--- config.mk ---
export PLATFORM = sky130hd
export DESIGN_NAME = apb_master
export DESIGN_NICKNAME = d
export VERILOG_FILES = /design/src/rtl/apb_master_pkg.sv /design/src/rtl/apb_master.sv
export SDC_FILE = /design/constraint.sdc
export NUM_CORES = 1
export LEC_CHECK = 0
export ABC_AREA = 1
export CORE_MARGIN = 2
export CORE_UTILIZATION = 43
export DETAILED_ROUTE_END_ITERATION = 10
export PLACE_DENSITY = 0.95
export SYNTH_ARGS = -nofsm -noshare
export SYNTH_HDL_FRONTEND = slang
export SYNTH_SLANG_ARGS = --single-unit
--- constraint.sdc ---
create_clock -name PCLK -period 2.9 [get_ports PCLK]
set_input_delay 0.435 -clock PCLK [delete_from_list [all_inputs] [get_ports PCLK]]
set_output_delay 0.435 -clock PCLK [all_outputs]
set_load 0.02 [all_outputs]
--- src/rtl/apb_master_pkg.sv ---
// Shared types and default widths for the APB master bridge.
package apb_master_pkg;

   typedef enum logic [1:0] {
      IDLE   = 2'd0,
      SETUP  = 2'd1,
      ACCESS = 2'd2
   } apb_state_e;

   localparam int APB_ADDR_WIDTH = 8;
   localparam int APB_DATA_WIDTH = 32;
   localparam int APB_STRB_WIDTH = 4;

endpackage

--- src/rtl/apb_master.sv ---
// APB4 master bridge: turns a level-style local request into SETUP/ACCESS
// bus cycles and reports completion, slave error and read data.
module apb_master
   import apb_master_pkg::*;
#(
   parameter int ADDR_WIDTH = APB_ADDR_WIDTH,
   parameter int DATA_WIDTH = APB_DATA_WIDTH,
   parameter int STRB_WIDTH = DATA_WIDTH / 8
) (
   input  logic                  PCLK,
   input  logic                  PRESET_n,
   input  logic                  transfer,
   input  logic                  write_read,
   input  logic [ADDR_WIDTH-1:0] addr_in,
   input  logic [DATA_WIDTH-1:0] wdata_in,
   input  logic [STRB_WIDTH-1:0] strb_in,
   input  logic [DATA_WIDTH-1:0] PRDATA,
   input  logic                  PREADY,
   input  logic                  PSLVERR,
   output logic                  PSEL,
   output logic                  PENABLE,
   output logic                  PWRITE,
   output logic [ADDR_WIDTH-1:0] PADDR,
   output logic [DATA_WIDTH-1:0] PWDATA,
   output logic [STRB_WIDTH-1:0] PSTRB,
   output logic                  transfer_done,
   output logic                  error,
   output logic [DATA_WIDTH-1:0] rdata_out
);

   apb_state_e state;

   // Single registered FSM; request fields are captured only when a new
   // transfer is launched, either from IDLE or back-to-back at completion.
   // Reads drive zero strobes since PSTRB is meaningless for them.
   always_ff @(posedge PCLK) begin
      if (!PRESET_n) begin
         state         <= IDLE;
         PSEL          <= 1'b0;
         PENABLE       <= 1'b0;
         PWRITE        <= 1'b0;
         PADDR         <= '0;
         PWDATA        <= '0;
         PSTRB         <= '0;
         transfer_done <= 1'b0;
         error         <= 1'b0;
         rdata_out     <= '0;
      end else begin
         transfer_done <= 1'b0;
         error         <= 1'b0;
         case (state)
            IDLE: begin
               PSEL    <= 1'b0;
               PENABLE <= 1'b0;
               if (transfer) begin
                  PWRITE  <= write_read;
                  PADDR   <= addr_in;
                  PWDATA  <= wdata_in;
                  PSTRB   <= write_read ? strb_in : '0;
                  PSEL    <= 1'b1;
                  state   <= SETUP;
               end
            end
            SETUP: begin
               PSEL    <= 1'b1;
               PENABLE <= 1'b1;
               state   <= ACCESS;
            end
            ACCESS: begin
               if (PREADY) begin
                  transfer_done <= 1'b1;
                  error         <= PSLVERR;
                  if (!PWRITE) begin
                     rdata_out <= PRDATA;
                  end
                  PENABLE <= 1'b0;
                  if (transfer) begin
                     PWRITE <= write_read;
                     PADDR  <= addr_in;
                     PWDATA <= wdata_in;
                     PSTRB  <= write_read ? strb_in : '0;
                     PSEL   <= 1'b1;
                     state  <= SETUP;
                  end else begin
                     PSEL  <= 1'b0;
                     state <= IDLE;
                  end
               end
            end
            default: begin
               PSEL    <= 1'b0;
               PENABLE <= 1'b0;
               state   <= IDLE;
            end
         endcase
      end
   end

endmodule

; ---- Word-level counts from Yosys, hierarchy flattened
; Cells that the tools add are included.
[op_classes]
eq_ne = 4
muxes = 23
bitwise = 1
reduce_logical = 7
[op_table]
columns = op, count
row1 = two-way mux 32 bit, 2
row2 = one-hot mux 32 bit (2 select lines), 1
row3 = two-way mux 8 bit, 2
row4 = one-hot mux 8 bit (2 select lines), 1
row5 = two-way mux 4 bit, 3
row6 = one-hot mux 4 bit (2 select lines), 1
row7 = two-way mux 1 bit, 7
row8 = one-hot mux 2 bit (3 select lines), 1
row9 = AND reduction 2 bit, 3
row10 = AND reduction 3 bit, 2
row11 = two-way mux 2 bit, 2
row12 = "!= test 2 bit, second input constant", 2
row13 = one-hot mux 1 bit (2 select lines), 2
row14 = one-hot mux 1 bit (3 select lines), 1
row15 = "equality test 2 x 1 -> 1 bit, second input constant", 1
row16 = "equality test 2 bit, second input constant", 1
row17 = logical NOT 2 bit, 1
row18 = nonzero test 2 bit, 1
row19 = inverter 1 bit, 1
[word_totals]
regBits = 83
inputBits = 82
wordCells = 45

; ---- Depth between registers and ports, before layout
; Gate-level depths: netlist (run 1).
[depth]
ltp_word = 4
depth_mapped = 8

; ---- Worst setup path before layout (run 1)
; Ideal clock, no wire load.
[synth_timing]
kind = input-to-reg
startpoint = input port transfer
endpoint = register PADDR[0]
setup_ns = 0.064
arrival_time_ns = 1.103
required_ns = 2.836
setup_slack_ns = 1.733
stages = 7
path_buffers = 1
cell_sequence = inv_1 > nor2_4 > nand2_4 > inv_2 > buf_6 > nor2_1 > nor2_1
[synth_via]
elab_chain_cells = 3
[synth_rtl]
columns = element, line_no
row1 = start: declaration, apb_master.sv:12  ; input logic transfer,
row2 = two-way mux 8 bit *, --
row3 = two-way mux 8 bit, --
row4 = one-hot mux 8 bit (2 select lines) *, --
row5 = end signal: assignment, apb_master.sv:57  ; PADDR <= addr_in;
row6 = end signal: assignment, apb_master.sv:79  ; PADDR <= addr_in;
row7 = end: declaration, apb_master.sv:23  ; output logic [ADDR_WIDTH-1:0] PADDR,
; Mark *: on every way between the ends. The rest lies on a longest branch, timed or not. The select of a mux whose other input is x is not followed.
; A chain may end at the register's enable or synchronous reset.

; ---- Worst setup path in the final report (run 1)
[layout_timing]
startpoint = input port PREADY
endpoint = register rdata_out[16]
[layout_via]
elab_chain_cells = 1
[layout_rtl]
columns = element, line_no
row1 = start: declaration, apb_master.sv:18  ; input logic PREADY,
row2 = AND reduction 3 bit (no source line), --
row3 = end signal: assignment, apb_master.sv:47  ; rdata_out <= '0;
row4 = end signal: assignment, apb_master.sv:74  ; rdata_out <= PRDATA;
row5 = end: declaration, apb_master.sv:28  ; output logic [DATA_WIDTH-1:0] rdata_out
; Every way passes these cells.

==> impl_metrics.toml, run 1 <==
[critical_path]
reg2reg_setup_slack_ns = 1.09
crit_end = "rdata_out[16]$_SDFFE_PN0P_"
rr_worst_depth = 7
worstSetupStartpoint = "PREADY"
critPathSlowestCell = "inv_2"
crit_required_ns = 3.17
cp_cell_sequence = "clkdlybuf4s50_1 -> inv_1 -> nor2_1 -> nand2_2 -> inv_2 -> nor2_1 -> nor2_1"
slowest_delay_ns = 0.53
crit_path_start_kind = "input port"
crit_type = "in -> reg"
r2r_start = "state[0]$_SDFFE_PN0P_"
cp.depth = 7
endpoint_kind = "flip-flop"
critPathBufInv = 3
path_max_fanout = 33
path_delay_family = "buffers and inverters"
arrival_ns = 2.21
path_common_cell = "nor2_1"
rr_endpoint = "rdata_out[16]$_SDFFE_PN0P_"

[route]
ant_nets = 0
avgRoutedWirePerCell_um = 13.9
drt_iter0_markers = 77
drc = 0
drt-vias-per-instance = 4.85
dr.pass1.iters = 4
num_vias = 3232
drt-total-wl_um = 9270

[finish]
fin_nets = 646
stdcell_area_mm2 = 0.00503
multiInputGateArea_mm2 = 0.00134
seqCellArea_mm2 = 0.00166
instances_no_fill = 667
layout-drive-gt1-share = 0.0493
antennaDiodeCount = 0
fillCellCount = 555
area_delta_synth_final_pct = 56.1

[clock_network]
cts_buffers = 9
clockBufferDepth = 2
h-tree-depth = 3
cts_root_buf = "clkbuf_8"
cts_resized = 0
worstSkewPairLatency_ns = 0.33
clk_pin_slew_worst_paths_ns = 0.08
post_cts_buffers = 0
cts_tree = "yes"
cts_hold_buf = 0
cts_sinks = 83

[timing]
hold_ws_ns = 0.423
finalSetupViolCount = 0
period_minus_slack_ns = 1.94
rsz0062_at_grt = "false"
hold_viol = 0
worstMarginPinSlew_ns = 0.671
setup_tns_ns = 0
relSlewSlack = 0.553
clock-skew-final_ns = 0.00776
layout_worst_path_cycle_share = 0.668
max_freq_mhz = 517
slew_viol_final = 0

[grt]
grt-ovfl-total = 0
grt_pass1_wl_um = 14600
antenna_found_initial = 0
track_usage = 0.217
grt_max_degree = 73
grt_pass1_vias = 3141

[die]
io_pins = 163
coreArea_mm2 = 0.00725
initial_core_util = 0.444
die_h_um = 90.6
row_count = 31
die_x_um = 90.6
dieArea_mm2 = 0.00820

[outcome]
outcome = "complete, no violations"

[logic_synthesis]
yosys_warnings = 0
syn_area_per_cell_um2 = 7.76
ys_seq_area_frac = 0.516
ys_seq_elements = 83
synth-edff-count = 0
synth-main-ff-cell = "dfxtp_1"
synth_fp_nets = 497
async_flop_share = 0
ys_types = 20
netlist_area_mm2 = 0.00322
syn_inst = 415

[worst_hold_path]
min_path_type = "in -> reg"

[power]
p_per_area_mw_per_mm2 = 532
p_leak_nw = 2.02
ir_drop_mv = 0.405
p_total_mw = 2.68

[place]
placed_cells = 652
hpwl_um = 6700
gp_congestion = 0.814
dpl_cell_area_mm2 = 0.00481
port_buffers = 162

[flow_run]
maxCapViolCount = 0
## layout by cell type, fill, tap and decap left out, drive strengths merged, types with 2 or more instances in the layout
| master | synthesis | routed |
|---|---|---|
| clkdlybuf4s50 | 0 | 161 |
| nor2 | 147 | 147 |
| dfxtp | 83 | 83 |
| nand2 | 56 | 56 |
| nand3b | 40 | 40 |
| o21ai | 33 | 33 |
| inv | 13 | 14 |
| clkbuf | 3 | 11 |
| a21oi | 8 | 8 |
| nand3 | 6 | 6 |
| buf | 24 | 4 |
| bufinv | 0 | 2 |
## registers in the layout (all words and copies together) (netlist names)
name and count:
state 2, error 1, PWRITE 1, rdata_out 32, PADDR 8, PSEL 1, PSTRB 4, PWDATA 32
transfer_done 1, PENABLE 1
## worst reg2reg max path, delay by kind of cell (launching register included)
family | cells | cell delay (ns)
AND/OR/NAND/NOR | 4 | 0.77
buffers and inverters | 3 | 0.50
flip-flops | 1 | 0.43
## metrics by stage
step / worst slack [ns] / util
3_3_place_gp: 0.734 / 0.664
5_1_grt: 0.752 / 0.693
6_report: 0.964 / 0.693
3_5_place_dp: 0.617 / 0.664
2_1_floorplan: 1.73 / -
4_1_cts: 0.977 / 0.693
## logic make-up after synthesis
family,synth area share
and+or+nand+nor,0.353
AOI/OAI and AO/OA,0.0637
buffers and inverters,0.0680
DFF,0.516
## routing by layer
layer | track usage | vias to the layer above | wire length (um)
li1 | - | 1595 | -
met1 | 0.241 | 1483 | 3780
met2 | 0.387 | 145 | 4500
met3 | 0.0735 | 9 | 879
met4 | 0.0718 | 0 | 98
met5 | 0 | - | 0
## cell usage after synthesis (2+ instances only)
master    instances  share of area
nor2_1          146           0.17
dfxtp_1          83           0.52
nand2_1          53          0.062
nand3b_1         40          0.093
o21ai_0          29          0.045
buf_2            13          0.020
a21oi_1           8          0.012
inv_1             8         0.0093
buf_6             7          0.024
inv_2             5         0.0058
nand3_1           5         0.0078
buf_1             4         0.0047
o21ai_1           4         0.0062
clkbuf_1          3         0.0035
nand2_2           2         0.0039
## where the power goes
group	internal [mW]	total [mW]	switching (mW)
sequential	1.21	1.25	0.0386
clock	0.506	0.892	0.386
combinational	0.276	0.536	0.261
total	1.99	2.68	0.685
## worst min path at each step
stage	from	endpoint	slack, ns	cells after the start
3_3_place_gp	PSTRB[0]$_SDFFE_PN0P_	PSTRB[0]$_SDFFE_PN0P_	0.45	2
4_1_cts	PRESET_n	state[0]$_SDFFE_PN0P_	0.41	3
5_1_grt	PRESET_n	state[0]$_SDFFE_PN0P_	0.44	3
3_5_place_dp	PENABLE$_SDFFE_PN0P_	PENABLE$_SDFFE_PN0P_	0.45	2
6_report	PRESET_n	state[0]$_SDFFE_PN0P_	0.42	3
2_1_floorplan	state[1]$_SDFFE_PN0P_	transfer_done$_SDFF_PN0_	0.51	2
## cell type report
type	count	area share
sequential	83	0.330
timing repair buffer	165	0.326
multi-input combinational	292	0.267
clock buffer	11	0.0281
tap	99	0.0246
clock inverter	4	0.0147
inverter	13	0.00970
(Power assumes the default switching activity.)
==> run 2: changes to the inputs <==
--- a/config.mk
+++ b/config.mk
@@ -7,9 +7,9 @@
 export LEC_CHECK = 0
 export ABC_AREA = 1
 export CORE_MARGIN = 2
-export CORE_UTILIZATION = 43
+export CORE_UTILIZATION = 40
 export DETAILED_ROUTE_END_ITERATION = 10
-export PLACE_DENSITY = 0.95
+export PLACE_DENSITY = 0.91
 export SYNTH_ARGS = -nofsm -noshare
 export SYNTH_HDL_FRONTEND = slang
 export SYNTH_SLANG_ARGS = --single-unit
==> constraint.sdc (replaced) <==
create_clock -name PCLK -period 1.9 [get_ports PCLK]
set_input_delay 0.285 -clock PCLK [delete_from_list [all_inputs] [get_ports PCLK]]
set_output_delay 0.285 -clock PCLK [all_outputs]
set_load 0.02 [all_outputs]
==> run 2 against run 1 <==
  * Clock-buffer cell count is the same
  * Cell count is 1.0% higher
  * Core utilization down 3.3 points
  * Critical path depth down 6
  * Sequential share of layout area decreased by 0.63 points
  * Die area increased by 7.2%
  * Global-route usage shrank 1.8 points
  * Setup slack worse by 0.70 ns
==> impl_metrics.toml, run 2 (same netlist as run 1, synthesis figures left out) <==
[timing]
rsz0062_at_grt = "false"
hold_ws_ns = 0.401
relSlewSlack = 0.692
finalWorstSetupSlack_ns = 0.263
clock-skew-final_ns = 0.00920
layout_worst_path_cycle_share = 0.861
period_minus_slack_ns = 1.64
worstMarginPinSlew_ns = 0.462
setup_tns_ns = 0
finalSetupViolCount = 0
slew_viol_final = 0
max_freq_mhz = 611
hold_viol = 0

[critical_path]
slowest_delay_ns = 0.64
crit_type = "reg -> out"
reg2reg_setup_slack_ns = 0.58
path_max_fanout = 3
critPathSlowestCell = "clkdlybuf4s50_1"
critPathBufInv = 1
crit_required_ns = 1.62
crit_path_start_kind = "flip-flop"
endpoint_kind = "primary output"
path_delay_family = "buffers and inverters"
rr_endpoint = "rdata_out[12]$_SDFFE_PN0P_"
arrival_ns = 1.35
cp_cell_sequence = "clkdlybuf4s50_1"
r2r_start = "state[0]$_SDFFE_PN0P_"
rr_worst_depth = 8

[die]
die_x_um = 93.7
dieArea_mm2 = 0.00879
die_h_um = 93.7
coreArea_mm2 = 0.00777
io_pins = 163
initial_core_util = 0.415
row_count = 32

[place]
dp_slack_ns = 0.199
port_buffers = 162
placed_cells = 659
dpl_cell_area_mm2 = 0.00491
hpwl_um = 6540
gp_congestion = 0.739

[clock_network]
clk_pin_slew_worst_paths_ns = 0.08
cts_root_buf = "clkbuf_8"
cts_resized = 0
worstSkewPairLatency_ns = 0.33
cts_tree = "yes"
post_cts_buffers = 0
h-tree-depth = 3
cts_sinks = 83
cts_buffers = 9
cts_hold_buf = 0
clockBufferDepth = 2

[grt]
track_usage = 0.199
use_met1 = 0.236
busiest_layer = "met2"
antenna_found_initial = 0
grt_max_degree = 46
grt-ovfl-total = 0
grt_pass1_wl_um = 13900
gr-usage-met2 = 0.348
grt_pass1_vias = 2931
grt_use_met3 = 0.0586

[route]
drt-vias-per-instance = 4.72
drc = 0
dr.pass1.iters = 5
drt_iter0_markers = 81
num_vias = 3184
avgRoutedWirePerCell_um = 13.1
ant_nets = 0
drt-total-wl_um = 8840

[finish]
area_delta_synth_final_pct = 59.1
reg_top3 = "PWDATA: 32 flops, rdata_out: 32 flops, PADDR: 8 flops"
fin_nets = 650
antennaDiodeCount = 0
stdcell_area_mm2 = 0.00513
final_cell_mix = "clkdlybuf4s50_1, nor2_1, dfxtp_1"
layout-drive-gt1-share = 0.0559
instances_no_fill = 674
fillCellCount = 653
final_common_cell = "clkdlybuf4s50_1"
fin_util = 0.660

[worst_hold_path]
hp-start = "PRESET_n"
min_path_type = "in -> reg"
min_delay_path_depth = 3
hold_path_end = "PWDATA[22]$_SDFFE_PN0P_"

[power]
ir_drop_mv = 0.368
p_leak_nw = 2.05
p_total_mw = 4.11
p_per_area_mw_per_mm2 = 801

[flow_run]
maxCapViolCount = 0

[outcome]
outcome = "complete, no violations"
## run 2: worst max-delay path by stage
| stage | cells past startpoint | start | end | slack, ns |
|---|---|---|---|---|
| after floorplan | 8 | state[0]$_SDFFE_PN0P_ | rdata_out[0]$_SDFFE_PN0P_ | 0.81 |
| final | 1 | PWRITE$_SDFFE_PN0P_ | PWRITE | 0.26 |
| after CTS | 1 | PWRITE$_SDFFE_PN0P_ | PWRITE | 0.22 |
| after global routing | 1 | PWRITE$_SDFFE_PN0P_ | PWRITE | 0.18 |
| after detailed placement | 8 | PREADY | PWDATA[30]$_SDFFE_PN0P_ | 0.20 |
| after global placement | 8 | PREADY | PADDR[3]$_SDFFE_PN0P_ | 0.24 |
## run 2: worst min-delay path: stages
cell,delay [ns]
buf_2,0.25
nand2_1,0.12
nor2_1,0.03
## run 2: final cells by class
type / instances / area [um2] / share of cell area
well taps: 102 / 128 / 0.0249
multi-input cells: 292 / 1340 / 0.262
clock buffers: 11 / 141 / 0.0276
inverters: 13 / 48.8 / 0.00952
flip-flops and latches: 83 / 1660 / 0.324
clock inverters: 4 / 75.1 / 0.0146
repair buffers: 169 / 1730 / 0.338
## run 2: power breakdown
| part | switching, mW | total [mW] | internal [mW] | leakage (nW) |
|---|---|---|---|---|
| clock network | 0.606 | 1.38 | 0.770 | 0.102 |
| logic | 0.391 | 0.829 | 0.438 | 1.27 |
| registers | 0.0583 | 1.90 | 1.85 | 0.681 |
| total | 1.06 | 4.11 | 3.05 | 2.05 |
## run 2: layer usage
layer,share of wire,vias up
li1,-,1609
met1,0.41,1441
met2,0.49,129
met3,0.086,5
met4,0.0060,0
met5,0,-
==> edit 1, RTL diff (flow settings as in run 2) <==
Re-encode `apb_state_e` (3 states) as one-hot, 3 bits wide.
--- a/src/rtl/apb_master_pkg.sv
+++ b/src/rtl/apb_master_pkg.sv
@@ -1,10 +1,10 @@
 // Shared types and default widths for the APB master bridge.
 package apb_master_pkg;
 
-   typedef enum logic [1:0] {
-      IDLE   = 2'd0,
-      SETUP  = 2'd1,
-      ACCESS = 2'd2
+   typedef enum logic [2:0] {
+      IDLE   = 3'b001,
+      SETUP  = 3'b010,
+      ACCESS = 3'b100
    } apb_state_e;
 
    localparam int APB_ADDR_WIDTH = 8;
Function: no difference found for any inputs over 4 cycles, from zero or initial values and one cycle with PRESET_n low; so few cycles prove little.
==> edit 1 against run 2 <==
Non-clock buffer count up 6. Synthesized cell count fell by 7.5%. Utilization about the same. Global-route usage increased by 1.3 points. Wire length rose by 5.3%. Setup slack worse by 16 ps. Total power fell by 1.8%. Cell area down 0.56%. Largest power group unchanged. Critical path depth did not move. Sequential cell count grew 1. Count of clock-buffer cells in the layout fell by 1. Area after synthesis decreased by 0.85%. Via count grew 3.2%. Hold slack improved by 60 ps.
==> edit 1: results (changes against run 2) <==
stage	metric	value	unit	change
synthesis	synthesis.nets	466		-6.2%
final_layout	nets	619		-4.8%
routing	dr_total_vias	3286		+3.2%
routing	wl_per_cell	14.5	um	+10%
synthesis	synth_compound_area_share	12.7	%	+6.3 points
synthesis	yosysSeqAreaShare	52.6	%	+1.1 points
routing	drt-pass1-iter-count	4		-1
grt	track_usage	21.2	%	+1.3 points
outcome	outcome	finished clean		
clock_tree	post_cts_buffers	0		unchanged
grt	first_global_vias	3098		+5.7%
critical_path	critical_path.top_delay_family	buffers and inverters		
min_path	hp-class	reg -> reg		
synthesis	synth.area.top_cells	dfxtp_1, nand4_1, nor2_1, a21oi_1, nand2_1		
synthesis	async_flop_share	0	%	unchanged
clock_tree	clockBufferDepth	2		unchanged
pwr	ir_worst_vdd	0.000457	V	+24%
critical_path	crit_fanout	3		unchanged
grt	grt_max_degree	48		+4.3%
final_layout	antenna_cells	0		unchanged
synthesis	yosys-top-cells-count	dfxtp_1, nor2_1, nand2_1		
timing	tightest_slew	438	ps	-23.6 ps
routing	drt-initial-drc-count	138		+70%
pwr	power_leakage	1.86	nW	-9.2%
final_layout	reg.largest.list	PWDATA (32), rdata_out (32), PADDR (8)		
final_layout	drive_gt1_share	6.83	%	+1.2 points
synthesis	synth_cell_types	24		+20%
clock_tree	cts_root_buf	clkbuf_8		
grt	grt_pass1_wl	14800	um	+6.6%
placed_design	place_hpwl	6670	um	+1.9%
placed_design	numPortBuffers	162		unchanged
timing	fin_skew	11.0	ps	+1.83 ps
clock_tree	numCtsBuffers	9		unchanged
placed_design	place.gp.congestion	0.835		+13%
placed_design	pre_cts_slack	224	ps	+25.1 ps
critical_path	worst_ep_arrival_time	1370	ps	+20 ps
[edit 1: cell count changes in the layout (fill, tap and decap cells not counted), moves of 3 or more]
cell / before / now
nor2_1: 146 / 68
nand4_1: 0 / 45
nand3b_1: 40 / 0
a21oi_1: 8 / 46
buf_4: 2 / 8
inv_2: 5 / 1
o21ai_0: 29 / 33
o21ai_1: 4 / 0
nand3_1: 5 / 2
[edit 1: stage by stage]
stage	power (W)	std cells	area, sq um	hold slack (ps)
floorplan	0.00223	384	3190	412
global placement	0.00254	628	4850	447
detailed placement	0.00255	628	4850	451
CTS	0.00407	644	5100	467
global route	0.00420	644	5100	485
finish	0.00404	644	5100	462
[edit 1: cells by family (layout without fill, tap and decap cells)]
family,Yosys count,count (layout)
AO/OA/AOI/OAI,80,80
buffers and inverters,43,201
flip-flops,84,84
AND/OR/NAND/NOR,177,177
[edit 1: worst min-delay path, cell delays in order (launching register included)]
cell and delay, ps:
dfxtp_1 310, nand2_1 60, a21oi_1 50
[edit 1: cell type report]
type	instances	area (sq um)
multi-input cells	257	1230
flip-flops and latches	84	1680
clock buffers	10	138
inverters	10	37.5
clock inverters	6	111
fillers	609	2630
repair buffers	175	1780
well taps	102	128
[edit 1: final timing paths]
check | start | endpoint | slack [ps] | cells after the start
worst max-delay path | PWRITE | PWRITE | 250 | 1
worst min-delay path | PSTRB[0] | PSTRB[0] | 460 | 2
worst max register to register | state[0] | PADDR[3] | 340 | 7
worst min register to register | PSTRB[0] | PSTRB[0] | 460 | 2
[edit 1: routing by layer]
layer	track usage [%]	wire length [um]
met1	25.6	3710
met2	35.6	4600
met3	5.16	779
met4	9.80	213
met5	0	0
[edit 1: report_power, final]
part,internal (W),switching [W]
clock network,0.000909,0.000617
registers,0.00183,0.0000390
logic,0.000342,0.000303
==> edit 2, RTL diff (config.mk and constraints of run 2) <==
Made on the original files. `APB_DATA_WIDTH`: 32 -> 36.
--- a/src/rtl/apb_master_pkg.sv
+++ b/src/rtl/apb_master_pkg.sv
@@ -8,7 +8,7 @@
    } apb_state_e;
 
    localparam int APB_ADDR_WIDTH = 8;
-   localparam int APB_DATA_WIDTH = 32;
+   localparam int APB_DATA_WIDTH = 36;
    localparam int APB_STRB_WIDTH = 4;
 
 endpackage
Ports: changed (resized PRDATA, PWDATA, rdata_out and wdata_in); port bits go from 163 to 179. No check against the original RTL was run, so the function may have changed too.
==> edit 2 against run 2 <==
Area after synthesis grew 8.5%. Critical path depth unchanged. Sequential cell count is 8 higher. Highest routed layer unchanged. Setup slack worse by 65 ps. Wire length grew 5.5%. Global-route usage shrank 0.59 points. Maximum frequency is 3.8% lower. Non-clock buffer count up 14. Sequential share of layout area is 0.72 points higher. Cell area up 7.3%. Sequential power rose by 10%. Total power is 3.1% higher.
==> edit 2: results (changes against run 2) <==
stage	metric	value	unit	change
grt	grtUsageMet1	21.9	%	-1.7 points
pwr	power_leakage	2.21	nW	+7.5%
outcome	outcome	finished clean		
routing	drt-pass1-iter-count	6		+1
synthesis	synthCells	453		+9.2%
critical_path	r2r_cells	6		-2
critical_path	r2r_end	PWDATA[17]		
grt	first_global_vias	3261		+11%
final_layout	reg.largest.list	PWDATA (36), rdata_out (36), PADDR (8)		
final_layout	area_growth	57.3	%	
routing	viasPerCell	4.68		-1.0%
grt	grt_pass1_wl	15200	um	+9.3%
timing	fin_skew	9.07	ps	-0.130 ps
timing	relSlewSlack	72.2	%	+3.0 points
synthesis	synthesis.nets	543		+9.3%
placed_design	place_hpwl	6930	um	+5.9%
routing	drt-initial-drc-count	100		+23%
grt	track_usage	19.3	%	-0.59 points
final_layout	n_fill_cell	688		+5.4%
placed_design	placed_area	0.00531	sq mm	+8.2%
synthesis	synth.area.top_cells	dfxtp_1, nor2_1, nand3b_1, nand2_1, o21ai_0		
final_layout	nets	708		+8.9%
synthesis	yosys-top-cells-count	nor2_1, dfxtp_1, nand2_1		
final_layout	drive_gt1_share	4.82	%	-0.77 points
placed_design	numPortBuffers	178		+9.9%
-- edit 2: cell count changes after synthesis, moves of 2 or more --
cell	before	now
buf_6	7	4
clkbuf_1	3	5
dfxtp_1	83	91
inv_2	5	3
inv_4	0	2
nand2_1	53	58
nand2_2	2	0
nand3b_1	40	44
nor2_1	146	162
o21ai_0	29	37
o21ai_1	4	0
-- edit 2: final cells by class --
class	instances	share of cell area [%]
inverter	13	0.978
clock buffer	9	2.25
multi-input combinational	320	26.6
sequential	91	33.1
clock inverter	6	1.18
tap	108	2.46
timing repair buffer	183	33.4
-- edit 2: stage by stage --
step / total power (W) / worst slack [ps] / hold WS (ps)
2_1_floorplan: 0.00257 / 771 / 412
3_3_place_gp: 0.00300 / 227 / 449
3_5_place_dp: 0.00303 / 154 / 464
4_1_cts: 0.00428 / 183 / 294
5_1_grt: 0.00445 / 146 / 307
6_report: 0.00423 / 198 / 309
-- edit 2: per-layer routing --
layer	part of all wire, %	vias to the layer above	wire [um]
met3	9.6	13	894
met1	41	1516	3830
met5	0	-	0
met2	48	136	4510
li1	-	1748	-
met4	0.95	0	89
-- edit 2: cell families (layout without fill, tap and decap cells) --
group / count (synthesis) / count (layout) / synth area share, %
AO/OA/AOI/OAI: 45 / 45 / 6.44
AND/OR/NAND/NOR: 275 / 275 / 35.3
flip-flops: 91 / 91 / 52.1
buffers and inverters: 42 / 211 / 6.12
-- edit 2: how the worst max path moves through the flow --
| stage | start | to | slack (ps) | cells past startpoint |
|---|---|---|---|---|
| after detailed placement | PREADY | rdata_out[12] | 150 | 7 |
| after global routing | PWRITE | PWRITE | 150 | 1 |
| final | PWRITE | PWRITE | 200 | 1 |
| after global placement | transfer | PWRITE | 230 | 6 |
| after floorplan | state[0] | PWDATA[20] | 770 | 6 |
| after CTS | PWRITE | PWRITE | 180 | 1 |
-- edit 2: worst min-delay path, stage by stage --
cell    delay [ps]
buf_2          120
inv_2           90
nor2_1         110
-- edit 2: power by group --
| group | total [W] | switching (W) | internal (W) |
|---|---|---|---|
| Sequential | 0.00209 | 0.0000651 | 0.00202 |
| Clock | 0.00126 | 0.000651 | 0.000606 |
| Combinational | 0.000889 | 0.000422 | 0.000467 |
